File: src/rtl/axi4_mgr_if.sv
// rtl/axi4_mgr_if.sv - AXI_BUS interface (AXI4 channels with manager/subordinate modports)
interface AXI_BUS #(
    parameter int unsigned AXI_ADDR_WIDTH = 32,
    parameter int unsigned AXI_DATA_WIDTH = 64,
    parameter int unsigned AXI_ID_WIDTH   = 4,
    parameter int unsigned AXI_USER_WIDTH = 1
);
    localparam int unsigned STRB_WIDTH = AXI_DATA_WIDTH / 8;

    logic [AXI_ID_WIDTH-1:0]   aw_id;
    logic [AXI_ADDR_WIDTH-1:0] aw_addr;
    logic [7:0]                aw_len;
    logic [2:0]                aw_size;
    logic [1:0]                aw_burst;
    logic                      aw_lock;
    logic [3:0]                aw_cache;
    logic [2:0]                aw_prot;
    logic [3:0]                aw_qos;
    logic [3:0]                aw_region;
    logic [5:0]                aw_atop;
    logic [AXI_USER_WIDTH-1:0] aw_user;
    logic                      aw_valid;
    logic                      aw_ready;

    logic [AXI_DATA_WIDTH-1:0] w_data;
    logic [STRB_WIDTH-1:0]     w_strb;
    logic                      w_last;
    logic [AXI_USER_WIDTH-1:0] w_user;
    logic                      w_valid;
    logic                      w_ready;

    logic [AXI_ID_WIDTH-1:0]   b_id;
    logic [1:0]                b_resp;
    logic [AXI_USER_WIDTH-1:0] b_user;
    logic                      b_valid;
    logic                      b_ready;

    logic [AXI_ID_WIDTH-1:0]   ar_id;
    logic [AXI_ADDR_WIDTH-1:0] ar_addr;
    logic [7:0]                ar_len;
    logic [2:0]                ar_size;
    logic [1:0]                ar_burst;
    logic                      ar_lock;
    logic [3:0]                ar_cache;
    logic [2:0]                ar_prot;
    logic [3:0]                ar_qos;
    logic [3:0]                ar_region;
    logic [AXI_USER_WIDTH-1:0] ar_user;
    logic                      ar_valid;
    logic                      ar_ready;

    logic [AXI_ID_WIDTH-1:0]   r_id;
    logic [AXI_DATA_WIDTH-1:0] r_data;
    logic [1:0]                r_resp;
    logic                      r_last;
    logic [AXI_USER_WIDTH-1:0] r_user;
    logic                      r_valid;
    logic                      r_ready;

    modport manager (
        output aw_id, aw_addr, aw_len, aw_size, aw_burst, aw_lock, aw_cache, aw_prot,
               aw_qos, aw_region, aw_atop, aw_user, aw_valid,
        input  aw_ready,
        output w_data, w_strb, w_last, w_user, w_valid,
        input  w_ready,
        input  b_id, b_resp, b_user, b_valid,
        output b_ready,
        output ar_id, ar_addr, ar_len, ar_size, ar_burst, ar_lock, ar_cache, ar_prot,
               ar_qos, ar_region, ar_user, ar_valid,
        input  ar_ready,
        input  r_id, r_data, r_resp, r_last, r_user, r_valid,
        output r_ready
    );

    modport subordinate (
        input  aw_id, aw_addr, aw_len, aw_size, aw_burst, aw_lock, aw_cache, aw_prot,
               aw_qos, aw_region, aw_atop, aw_user, aw_valid,
        output aw_ready,
        input  w_data, w_strb, w_last, w_user, w_valid,
        output w_ready,
        output b_id, b_resp, b_user, b_valid,
        input  b_ready,
        input  ar_id, ar_addr, ar_len, ar_size, ar_burst, ar_lock, ar_cache, ar_prot,
               ar_qos, ar_region, ar_user, ar_valid,
        output ar_ready,
        output r_id, r_data, r_resp, r_last, r_user, r_valid,
        input  r_ready
    );
endinterface

File: src/rtl/axi4_mgr.sv
// rtl/axi4_mgr.sv - single-beat AXI4 manager with independent write/read FSMs; optional err_o via AXI4_MGR_ERR_EN
module axi4_mgr #(
    parameter int unsigned AXI_ADDR_WIDTH = 32,
    parameter int unsigned AXI_DATA_WIDTH = 64
) (
    input  logic                      clk_i,
    input  logic                      rstn_i,
    input  logic [1:0]                req_i,
    input  logic [AXI_ADDR_WIDTH-1:0] axi_wr_addr_i,
    input  logic [AXI_ADDR_WIDTH-1:0] axi_rd_addr_i,
    input  logic [AXI_DATA_WIDTH-1:0] pp_data_i,
    output logic [1:0]                rsp_o,
    output logic [AXI_DATA_WIDTH-1:0] dla_data_o,
`ifdef AXI4_MGR_ERR_EN
    output logic [1:0]                err_o,
`endif
    AXI_BUS.manager                   pp_if
);

    localparam logic [2:0] AXI_SIZE = 3'($clog2(AXI_DATA_WIDTH / 8));

    typedef enum logic [1:0] {W_IDLE, W_REQ, W_RESP, W_DONE} w_state_t;
    typedef enum logic [1:0] {R_IDLE, R_ADDR, R_DATA, R_DONE} r_state_t;

    w_state_t w_state_q, w_state_d;
    r_state_t r_state_q, r_state_d;

    logic [AXI_ADDR_WIDTH-1:0] wr_addr_q;
    logic [AXI_DATA_WIDTH-1:0] wr_data_q;
    logic [AXI_ADDR_WIDTH-1:0] rd_addr_q;
    logic                      aw_done_q;
    logic                      w_done_q;

    // Valids and readies are pure functions of registered state, never of ready.
    logic aw_valid, w_valid, b_ready, ar_valid, r_ready;
    logic aw_hs, w_hs, b_hs, ar_hs, r_hs;
    logic wr_start, rd_start;

    assign wr_start = (w_state_q == W_IDLE) && req_i[0];
    assign rd_start = (r_state_q == R_IDLE) && req_i[1];

    assign aw_valid = (w_state_q == W_REQ) && !aw_done_q;
    assign w_valid  = (w_state_q == W_REQ) && !w_done_q;
    assign b_ready  = (w_state_q == W_RESP);
    assign ar_valid = (r_state_q == R_ADDR);
    assign r_ready  = (r_state_q == R_DATA);

    assign aw_hs = aw_valid && pp_if.aw_ready;
    assign w_hs  = w_valid && pp_if.w_ready;
    assign b_hs  = b_ready && pp_if.b_valid;
    assign ar_hs = ar_valid && pp_if.ar_ready;
    assign r_hs  = r_ready && pp_if.r_valid;

    assign rsp_o = {r_state_q == R_DONE, w_state_q == W_DONE};

    // Write FSM next state: AW and W may complete in either order or together.
    always_comb begin
        w_state_d = w_state_q;
        case (w_state_q)
            W_IDLE: if (req_i[0]) w_state_d = W_REQ;
            W_REQ:  if ((aw_done_q || aw_hs) && (w_done_q || w_hs)) w_state_d = W_RESP;
            W_RESP: if (pp_if.b_valid) w_state_d = W_DONE;
            W_DONE: w_state_d = W_IDLE;
            default: w_state_d = W_IDLE;
        endcase
    end

    // Write state, latched request and per-channel handshake flags.
    always_ff @(posedge clk_i) begin
        if (!rstn_i) begin
            w_state_q <= W_IDLE;
            wr_addr_q <= '0;
            wr_data_q <= '0;
            aw_done_q <= 1'b0;
            w_done_q  <= 1'b0;
        end else begin
            w_state_q <= w_state_d;
            if (wr_start) begin
                wr_addr_q <= axi_wr_addr_i;
                wr_data_q <= pp_data_i;
                aw_done_q <= 1'b0;
                w_done_q  <= 1'b0;
            end else begin
                if (aw_hs) aw_done_q <= 1'b1;
                if (w_hs)  w_done_q  <= 1'b1;
            end
        end
    end

    // Read FSM next state.
    always_comb begin
        r_state_d = r_state_q;
        case (r_state_q)
            R_IDLE: if (req_i[1]) r_state_d = R_ADDR;
            R_ADDR: if (pp_if.ar_ready) r_state_d = R_DATA;
            R_DATA: if (pp_if.r_valid) r_state_d = R_DONE;
            R_DONE: r_state_d = R_IDLE;
            default: r_state_d = R_IDLE;
        endcase
    end

    // Read state, latched address and returned data (held until the next beat).
    always_ff @(posedge clk_i) begin
        if (!rstn_i) begin
            r_state_q  <= R_IDLE;
            rd_addr_q  <= '0;
            dla_data_o <= '0;
        end else begin
            r_state_q <= r_state_d;
            if (rd_start) rd_addr_q <= axi_rd_addr_i;
            if (r_hs) dla_data_o <= pp_if.r_data;
        end
    end

`ifdef AXI4_MGR_ERR_EN
    logic [1:0] err_q;

    // Error flags: cleared at the start of a same-type transaction, set on a non-OKAY response.
    always_ff @(posedge clk_i) begin
        if (!rstn_i) begin
            err_q <= 2'b00;
        end else begin
            if (wr_start)  err_q[0] <= 1'b0;
            else if (b_hs) err_q[0] <= (pp_if.b_resp != 2'b00);
            if (rd_start)  err_q[1] <= 1'b0;
            else if (r_hs) err_q[1] <= (pp_if.r_resp != 2'b00);
        end
    end

    assign err_o = err_q;

    logic unused_rsp;
    assign unused_rsp = &{1'b0, pp_if.b_id, pp_if.b_user, pp_if.r_id, pp_if.r_last, pp_if.r_user};
`else
    logic unused_rsp;
    assign unused_rsp = &{1'b0, b_hs, pp_if.b_id, pp_if.b_user, pp_if.b_resp,
                          pp_if.r_id, pp_if.r_last, pp_if.r_user, pp_if.r_resp};
`endif

    assign pp_if.aw_id     = '0;
    assign pp_if.aw_addr   = wr_addr_q;
    assign pp_if.aw_len    = 8'd0;
    assign pp_if.aw_size   = AXI_SIZE;
    assign pp_if.aw_burst  = 2'b01;
    assign pp_if.aw_lock   = 1'b0;
    assign pp_if.aw_cache  = 4'd0;
    assign pp_if.aw_prot   = 3'd0;
    assign pp_if.aw_qos    = 4'd0;
    assign pp_if.aw_region = 4'd0;
    assign pp_if.aw_atop   = 6'd0;
    assign pp_if.aw_user   = '0;
    assign pp_if.aw_valid  = aw_valid;

    assign pp_if.w_data    = wr_data_q;
    assign pp_if.w_strb    = '1;
    assign pp_if.w_last    = 1'b1;
    assign pp_if.w_user    = '0;
    assign pp_if.w_valid   = w_valid;

    assign pp_if.b_ready   = b_ready;

    assign pp_if.ar_id     = '0;
    assign pp_if.ar_addr   = rd_addr_q;
    assign pp_if.ar_len    = 8'd0;
    assign pp_if.ar_size   = AXI_SIZE;
    assign pp_if.ar_burst  = 2'b01;
    assign pp_if.ar_lock   = 1'b0;
    assign pp_if.ar_cache  = 4'd0;
    assign pp_if.ar_prot   = 3'd0;
    assign pp_if.ar_qos    = 4'd0;
    assign pp_if.ar_region = 4'd0;
    assign pp_if.ar_user   = '0;
    assign pp_if.ar_valid  = ar_valid;

    assign pp_if.r_ready   = r_ready;

endmodule

File: src/flat_wrapper.sv
// flat-port wrapper written by rule: the top's interface ports become plain ports
module axi4_mgr_flat 
#(
    parameter int unsigned AXI_ADDR_WIDTH = 32,
    parameter int unsigned AXI_DATA_WIDTH = 64
)
  (clk_i, rstn_i, req_i, axi_wr_addr_i, axi_rd_addr_i, pp_data_i, rsp_o, dla_data_o, pp_if_aw_id, pp_if_aw_addr, pp_if_aw_len, pp_if_aw_size, pp_if_aw_burst, pp_if_aw_lock, pp_if_aw_cache, pp_if_aw_prot, pp_if_aw_qos, pp_if_aw_region, pp_if_aw_atop, pp_if_aw_user, pp_if_aw_valid, pp_if_aw_ready, pp_if_w_data, pp_if_w_strb, pp_if_w_last, pp_if_w_user, pp_if_w_valid, pp_if_w_ready, pp_if_b_id, pp_if_b_resp, pp_if_b_user, pp_if_b_valid, pp_if_b_ready, pp_if_ar_id, pp_if_ar_addr, pp_if_ar_len, pp_if_ar_size, pp_if_ar_burst, pp_if_ar_lock, pp_if_ar_cache, pp_if_ar_prot, pp_if_ar_qos, pp_if_ar_region, pp_if_ar_user, pp_if_ar_valid, pp_if_ar_ready, pp_if_r_id, pp_if_r_data, pp_if_r_resp, pp_if_r_last, pp_if_r_user, pp_if_r_valid, pp_if_r_ready);
  AXI_BUS #(.AXI_ADDR_WIDTH(AXI_ADDR_WIDTH), .AXI_DATA_WIDTH(AXI_DATA_WIDTH), .AXI_ID_WIDTH(4), .AXI_USER_WIDTH(1)) pp_if_i ();
  input  logic clk_i;
  input  logic rstn_i;
  input  logic [1:0] req_i;
  input  logic [AXI_ADDR_WIDTH-1:0] axi_wr_addr_i;
  input  logic [AXI_ADDR_WIDTH-1:0] axi_rd_addr_i;
  input  logic [AXI_DATA_WIDTH-1:0] pp_data_i;
  output logic [1:0] rsp_o;
  output logic [AXI_DATA_WIDTH-1:0] dla_data_o;
  output wire logic [$bits(pp_if_i.aw_id)-1:0] pp_if_aw_id;
  output wire logic [$bits(pp_if_i.aw_addr)-1:0] pp_if_aw_addr;
  output wire logic [$bits(pp_if_i.aw_len)-1:0] pp_if_aw_len;
  output wire logic [$bits(pp_if_i.aw_size)-1:0] pp_if_aw_size;
  output wire logic [$bits(pp_if_i.aw_burst)-1:0] pp_if_aw_burst;
  output wire logic [$bits(pp_if_i.aw_lock)-1:0] pp_if_aw_lock;
  output wire logic [$bits(pp_if_i.aw_cache)-1:0] pp_if_aw_cache;
  output wire logic [$bits(pp_if_i.aw_prot)-1:0] pp_if_aw_prot;
  output wire logic [$bits(pp_if_i.aw_qos)-1:0] pp_if_aw_qos;
  output wire logic [$bits(pp_if_i.aw_region)-1:0] pp_if_aw_region;
  output wire logic [$bits(pp_if_i.aw_atop)-1:0] pp_if_aw_atop;
  output wire logic [$bits(pp_if_i.aw_user)-1:0] pp_if_aw_user;
  output wire logic [$bits(pp_if_i.aw_valid)-1:0] pp_if_aw_valid;
  input wire logic [$bits(pp_if_i.aw_ready)-1:0] pp_if_aw_ready;
  output wire logic [$bits(pp_if_i.w_data)-1:0] pp_if_w_data;
  output wire logic [$bits(pp_if_i.w_strb)-1:0] pp_if_w_strb;
  output wire logic [$bits(pp_if_i.w_last)-1:0] pp_if_w_last;
  output wire logic [$bits(pp_if_i.w_user)-1:0] pp_if_w_user;
  output wire logic [$bits(pp_if_i.w_valid)-1:0] pp_if_w_valid;
  input wire logic [$bits(pp_if_i.w_ready)-1:0] pp_if_w_ready;
  input wire logic [$bits(pp_if_i.b_id)-1:0] pp_if_b_id;
  input wire logic [$bits(pp_if_i.b_resp)-1:0] pp_if_b_resp;
  input wire logic [$bits(pp_if_i.b_user)-1:0] pp_if_b_user;
  input wire logic [$bits(pp_if_i.b_valid)-1:0] pp_if_b_valid;
  output wire logic [$bits(pp_if_i.b_ready)-1:0] pp_if_b_ready;
  output wire logic [$bits(pp_if_i.ar_id)-1:0] pp_if_ar_id;
  output wire logic [$bits(pp_if_i.ar_addr)-1:0] pp_if_ar_addr;
  output wire logic [$bits(pp_if_i.ar_len)-1:0] pp_if_ar_len;
  output wire logic [$bits(pp_if_i.ar_size)-1:0] pp_if_ar_size;
  output wire logic [$bits(pp_if_i.ar_burst)-1:0] pp_if_ar_burst;
  output wire logic [$bits(pp_if_i.ar_lock)-1:0] pp_if_ar_lock;
  output wire logic [$bits(pp_if_i.ar_cache)-1:0] pp_if_ar_cache;
  output wire logic [$bits(pp_if_i.ar_prot)-1:0] pp_if_ar_prot;
  output wire logic [$bits(pp_if_i.ar_qos)-1:0] pp_if_ar_qos;
  output wire logic [$bits(pp_if_i.ar_region)-1:0] pp_if_ar_region;
  output wire logic [$bits(pp_if_i.ar_user)-1:0] pp_if_ar_user;
  output wire logic [$bits(pp_if_i.ar_valid)-1:0] pp_if_ar_valid;
  input wire logic [$bits(pp_if_i.ar_ready)-1:0] pp_if_ar_ready;
  input wire logic [$bits(pp_if_i.r_id)-1:0] pp_if_r_id;
  input wire logic [$bits(pp_if_i.r_data)-1:0] pp_if_r_data;
  input wire logic [$bits(pp_if_i.r_resp)-1:0] pp_if_r_resp;
  input wire logic [$bits(pp_if_i.r_last)-1:0] pp_if_r_last;
  input wire logic [$bits(pp_if_i.r_user)-1:0] pp_if_r_user;
  input wire logic [$bits(pp_if_i.r_valid)-1:0] pp_if_r_valid;
  output wire logic [$bits(pp_if_i.r_ready)-1:0] pp_if_r_ready;
  assign pp_if_aw_id = pp_if_i.aw_id;
  assign pp_if_aw_addr = pp_if_i.aw_addr;
  assign pp_if_aw_len = pp_if_i.aw_len;
  assign pp_if_aw_size = pp_if_i.aw_size;
  assign pp_if_aw_burst = pp_if_i.aw_burst;
  assign pp_if_aw_lock = pp_if_i.aw_lock;
  assign pp_if_aw_cache = pp_if_i.aw_cache;
  assign pp_if_aw_prot = pp_if_i.aw_prot;
  assign pp_if_aw_qos = pp_if_i.aw_qos;
  assign pp_if_aw_region = pp_if_i.aw_region;
  assign pp_if_aw_atop = pp_if_i.aw_atop;
  assign pp_if_aw_user = pp_if_i.aw_user;
  assign pp_if_aw_valid = pp_if_i.aw_valid;
  assign pp_if_i.aw_ready = pp_if_aw_ready;
  assign pp_if_w_data = pp_if_i.w_data;
  assign pp_if_w_strb = pp_if_i.w_strb;
  assign pp_if_w_last = pp_if_i.w_last;
  assign pp_if_w_user = pp_if_i.w_user;
  assign pp_if_w_valid = pp_if_i.w_valid;
  assign pp_if_i.w_ready = pp_if_w_ready;
  assign pp_if_i.b_id = pp_if_b_id;
  assign pp_if_i.b_resp = pp_if_b_resp;
  assign pp_if_i.b_user = pp_if_b_user;
  assign pp_if_i.b_valid = pp_if_b_valid;
  assign pp_if_b_ready = pp_if_i.b_ready;
  assign pp_if_ar_id = pp_if_i.ar_id;
  assign pp_if_ar_addr = pp_if_i.ar_addr;
  assign pp_if_ar_len = pp_if_i.ar_len;
  assign pp_if_ar_size = pp_if_i.ar_size;
  assign pp_if_ar_burst = pp_if_i.ar_burst;
  assign pp_if_ar_lock = pp_if_i.ar_lock;
  assign pp_if_ar_cache = pp_if_i.ar_cache;
  assign pp_if_ar_prot = pp_if_i.ar_prot;
  assign pp_if_ar_qos = pp_if_i.ar_qos;
  assign pp_if_ar_region = pp_if_i.ar_region;
  assign pp_if_ar_user = pp_if_i.ar_user;
  assign pp_if_ar_valid = pp_if_i.ar_valid;
  assign pp_if_i.ar_ready = pp_if_ar_ready;
  assign pp_if_i.r_id = pp_if_r_id;
  assign pp_if_i.r_data = pp_if_r_data;
  assign pp_if_i.r_resp = pp_if_r_resp;
  assign pp_if_i.r_last = pp_if_r_last;
  assign pp_if_i.r_user = pp_if_r_user;
  assign pp_if_i.r_valid = pp_if_r_valid;
  assign pp_if_r_ready = pp_if_i.r_ready;
  axi4_mgr #(.AXI_ADDR_WIDTH(AXI_ADDR_WIDTH), .AXI_DATA_WIDTH(AXI_DATA_WIDTH)) u_core (.clk_i(clk_i), .rstn_i(rstn_i), .req_i(req_i), .axi_wr_addr_i(axi_wr_addr_i), .axi_rd_addr_i(axi_rd_addr_i), .pp_data_i(pp_data_i), .rsp_o(rsp_o), .dla_data_o(dla_data_o), .pp_if(pp_if_i));
endmodule
File: config.mk
export PLATFORM = sky130hd
export DESIGN_NAME = axi4_mgr_flat
export DESIGN_NICKNAME = d
export VERILOG_FILES = /design/src/rtl/axi4_mgr_if.sv /design/src/rtl/axi4_mgr.sv /design/src/flat_wrapper.sv
export SDC_FILE = /design/constraint.sdc
export NUM_CORES = 1
export LEC_CHECK = 0
export CORE_AREA = 2 2 193 195
export CTS_CLUSTER_DIAMETER = 100
export DETAILED_ROUTE_END_ITERATION = 8
export DIE_AREA = 0 0 195 197
export HOLD_SLACK_MARGIN = 0.15
export PLACE_DENSITY_LB_ADDON = 0.1
export SLEW_MARGIN = 20
export SYNTH_ARGS = -nofsm -noshare
export SYNTH_HDL_FRONTEND = slang
export SYNTH_SLANG_ARGS = --single-unit
File: constraint.sdc
create_clock -name clk_i -period 1.6 [get_ports clk_i]
set_input_delay 0.4 -clock clk_i [delete_from_list [all_inputs] [get_ports clk_i]]
set_output_delay 0.4 -clock clk_i [all_outputs]
set_load 0.02 [all_outputs]
==> run summary <==
gr busiest metal - met2
Worst Hold Class - flop to flop
CP cell instances - inv_2 -> ha_4 -> buf_6 -> nor2b_4 -> buf_6
critical path launch point type - flop
I/O pin count - 499
cell count after synthesis - 969
Setup Viol. Count Final - 3
Tot GR Track Use - 14.4%
Max FO, Critical Path - 2
syn avg cell area - 7.86 µm²
fmax - 581 MHz
antenna-violating nets left - 0
crit-path most repeated cell - buf_6
Fin. Hold Viols - 0
unrepaired setup endpoints after global routing - yes
total routed wirelength - 28600 µm
# nets final - 1591
final setup TNS - -0.207 ns
post-synth cell types - 21
drt drc - 0
count of input and output buffers - 399
Peak VDD IR - 710 µV
post-route clock period utilization - 108%
Max Slew Vio Count - 0
Die ar. - 38400 µm²
skew final - 0.0168 ns
final worst setup slack - -0.120 ns
fraction of layout cells with a size suffix above 1 - 8.49%
Core Box Area - 36300 µm²
Overall Power - 17200 µW
via-per-instance ratio - 3.94
Clk Latency, worst-skew pair - 0.45 ns
Starting Density - 21.0%
Cell Pwr Density - 1360 nW/µm²
CP endpoint kind - primary output
root buffer cell - clkbuf_16
CTS tree - built
met1 Usage GRT - 17.0%
simple logic cell fraction of the synthesized area - 20.1%
CTS Hold Bufs - 0
number of global-route vias before repair - 6905
TritonCTS buffer count - 17
Via Count - 7275
WP data required - 1.20 ns
Post-Syn Area - 7620 µm²
Wirelength per Cell - 15.5 µm
largest family of logic cells by synthesized area - simple AND/OR/NAND/NOR gates
CTS clk-pin slew, worst paths - 0.07 ns
met3 Track Usage GR - 6.61%
Synth Area in Adders - 1.64%
P_leak - 0.00538 µW
multiplexer area fraction after synthesis - 0.263%
Worst EP arrival - 1.32 ns
DP HPWL - 20900 µm
Layout area overhead - 65.8%
largest net degree at the start of global routing - 39
flop and latch count out of synthesis - 198
Congestion Overflow GR - 0
failing checks - setup timing
Final GP Congestion - 0.714
maximum level of the CTS H-tree - 4
Sink Count - 198
post-synthesis compound-gate area fraction - 13.4%
Largest stage delay, worst path - 0.34 ns
clk buf depth - 2
ant diodes - 0
Setup CP Type - flop to primary output
drt pass-1 iters - 6
Starting DRT DRC Count - 190
Tmin final - 1.72 ns
initial antenna violation count - 2
Die X - 195 µm
synth warn - 0
XOR/XNOR share of the synthesized area - 0%
GR Util met2 - 24.0%
die height - 197 µm
outcome - finished with violations
post-synthesis sequential area ratio - 52.0%
Rows - 70
slowest CP cell - dfxtp_2
fill count - 3894
Max Cap Viol - 0
first-pass GRT wire length - 42200 µm
==> through the flow <==
| step | utilization [%] | hold slack [ns] | setup slack [ns] | std cells | area (µm²) |
|---|---|---|---|---|---|
| after floorplan | - | 0.459 | 0.0837 | 1051 | 7930 |
| after global placement | 33.4 | 0.441 | -0.125 | 1810 | 12100 |
| after detailed placement | 33.4 | 0.445 | -0.124 | 1810 | 12100 |
| after CTS | 34.6 | 0.454 | -0.210 | 1844 | 12600 |
| after global routing | 34.8 | 0.463 | -0.188 | 1846 | 12600 |
| final | 34.8 | 0.449 | -0.120 | 1846 | 12600 |
==> worst max-delay path: cells and delay by family (launching register included) <==
family                   cells  cell delay, ns
adder cells (fa/ha/maj)      1            0.15
buffers and inverters        3            0.29
flip-flops                   1            0.34
AND/OR/NAND/NOR              1            0.11
==> path summary, 6_finish.rpt <==
check	slack, ns	cells after the start	endpoint	startpoint
worst max-delay path	-0.12	5	pp_if_aw_valid	u_core.w_state_q[1]
worst min-delay path	0.45	2	u_core.dla_data_o[61]	u_core.dla_data_o[61]
worst max register to register	0.10	7	u_core.pp_if.aw_addr[0]	u_core.w_state_q[0]
worst min register to register	0.45	2	u_core.dla_data_o[61]	u_core.dla_data_o[61]
==> cells in the final DEF, fill, tap and decap left out, types with 2 or more instances in the layout <==
| master | n |
|---|---|
| nor2_1 | 2 |
| nand2_1 | 390 |
| inv_6 | 6 |
| nand2b_1 | 3 |
| bufinv_16 | 2 |
| and2_2 | 2 |
| clkinvlp_4 | 2 |
| clkbuf_2 | 13 |
| conb_1 | 84 |
| inv_2 | 3 |
| dfxtp_1 | 194 |
| buf_4 | 23 |
| inv_1 | 2 |
| inv_8 | 3 |
| mux2i_1 | 2 |
| clkdlybuf4s50_1 | 200 |
| a31o_2 | 2 |
| clkdlybuf4s15_1 | 52 |
| ha_4 | 5 |
| dfxtp_2 | 3 |
| a21oi_1 | 195 |
| clkbuf_16 | 17 |
| buf_6 | 9 |
| dlygate4sd2_1 | 126 |
| ha_1 | 4 |
| buf_12 | 17 |
| clkinv_8 | 2 |
==> power by group <==
| group | internal (µW) | total (µW) | switching (µW) |
|---|---|---|---|
| sequential | 5760 | 6160 | 402 |
| combinational | 2680 | 6470 | 3790 |
| clock | 2390 | 4600 | 2220 |
==> synthesized netlist by cell type (all sizes together) <==
cell type,number,area share (%)
a222oi,1,0.13
nand4,1,0.082
ha,10,1.6
o311a,1,0.13
nand2,392,19
o22ai,1,0.082
dfxtp,198,52
and2,3,0.25
conb,2,0.099
clkbuf,26,1.3
nand2b,3,0.25
mux2i,2,0.26
a31o,2,0.23
buf,120,11
a21oi,195,13
nor2,2,0.099
nor2b,2,0.16
inv,7,0.34
o21ai,1,0.066
==> cells by family (layout without fill, tap and decap cells) <==
kind of cell               after synthesis  in the layout
muxes                                    2              2
AOI/OAI and AO/OA                      201            201
adders and majority gates               10             10
DFF                                    198            198
and+or+nand+nor                        403            403
other                                    2             84
buffers and inverters                  153            480
==> flip-flops by register name (all words and copies together) (netlist names) <==
register	flops
u_core.w_done_q	1
u_core.aw_done_q	1
u_core.pp_if.ar_addr	32
u_core.r_state_q	2
u_core.pp_if.aw_addr	32
u_core.pp_if.w_data	64
u_core.w_state_q	2
u_core.dla_data_o	64
==> routing by layer <==
| metal | vias to the layer above | wire (µm) | share of wire (%) |
|---|---|---|---|
| met5 | - | 32 | 0.11 |
| met4 | 4 | 247 | 0.86 |
| met3 | 17 | 2700 | 9.4 |
| met2 | 276 | 13500 | 47 |
| met1 | 3277 | 12100 | 42 |
| li1 | 3701 | - | - |
==> layout make-up <==
type	instances	area (µm²)	share of cell area (%)
Timing Repair Buffer	441	4320	34.2
Sequential cell	198	3970	31.4
Multi-Input combinational cell	700	3110	24.6
Tap cell	468	586	4.64
Clock buffer	17	425	3.37
Clock inverter	15	190	1.51
Inverter	7	36.3	0.287
==> repair_timing <==
item                                    CTS  global route
endpoints found under the hold margin     0             0
buffers inserted                          2             2
pin swaps                                 1             3
endpoints found under the setup margin  199            83
gates cloned                              0             0
resized for setup                       236            90
No activity file was read; power rests on OpenSTA's default activity.
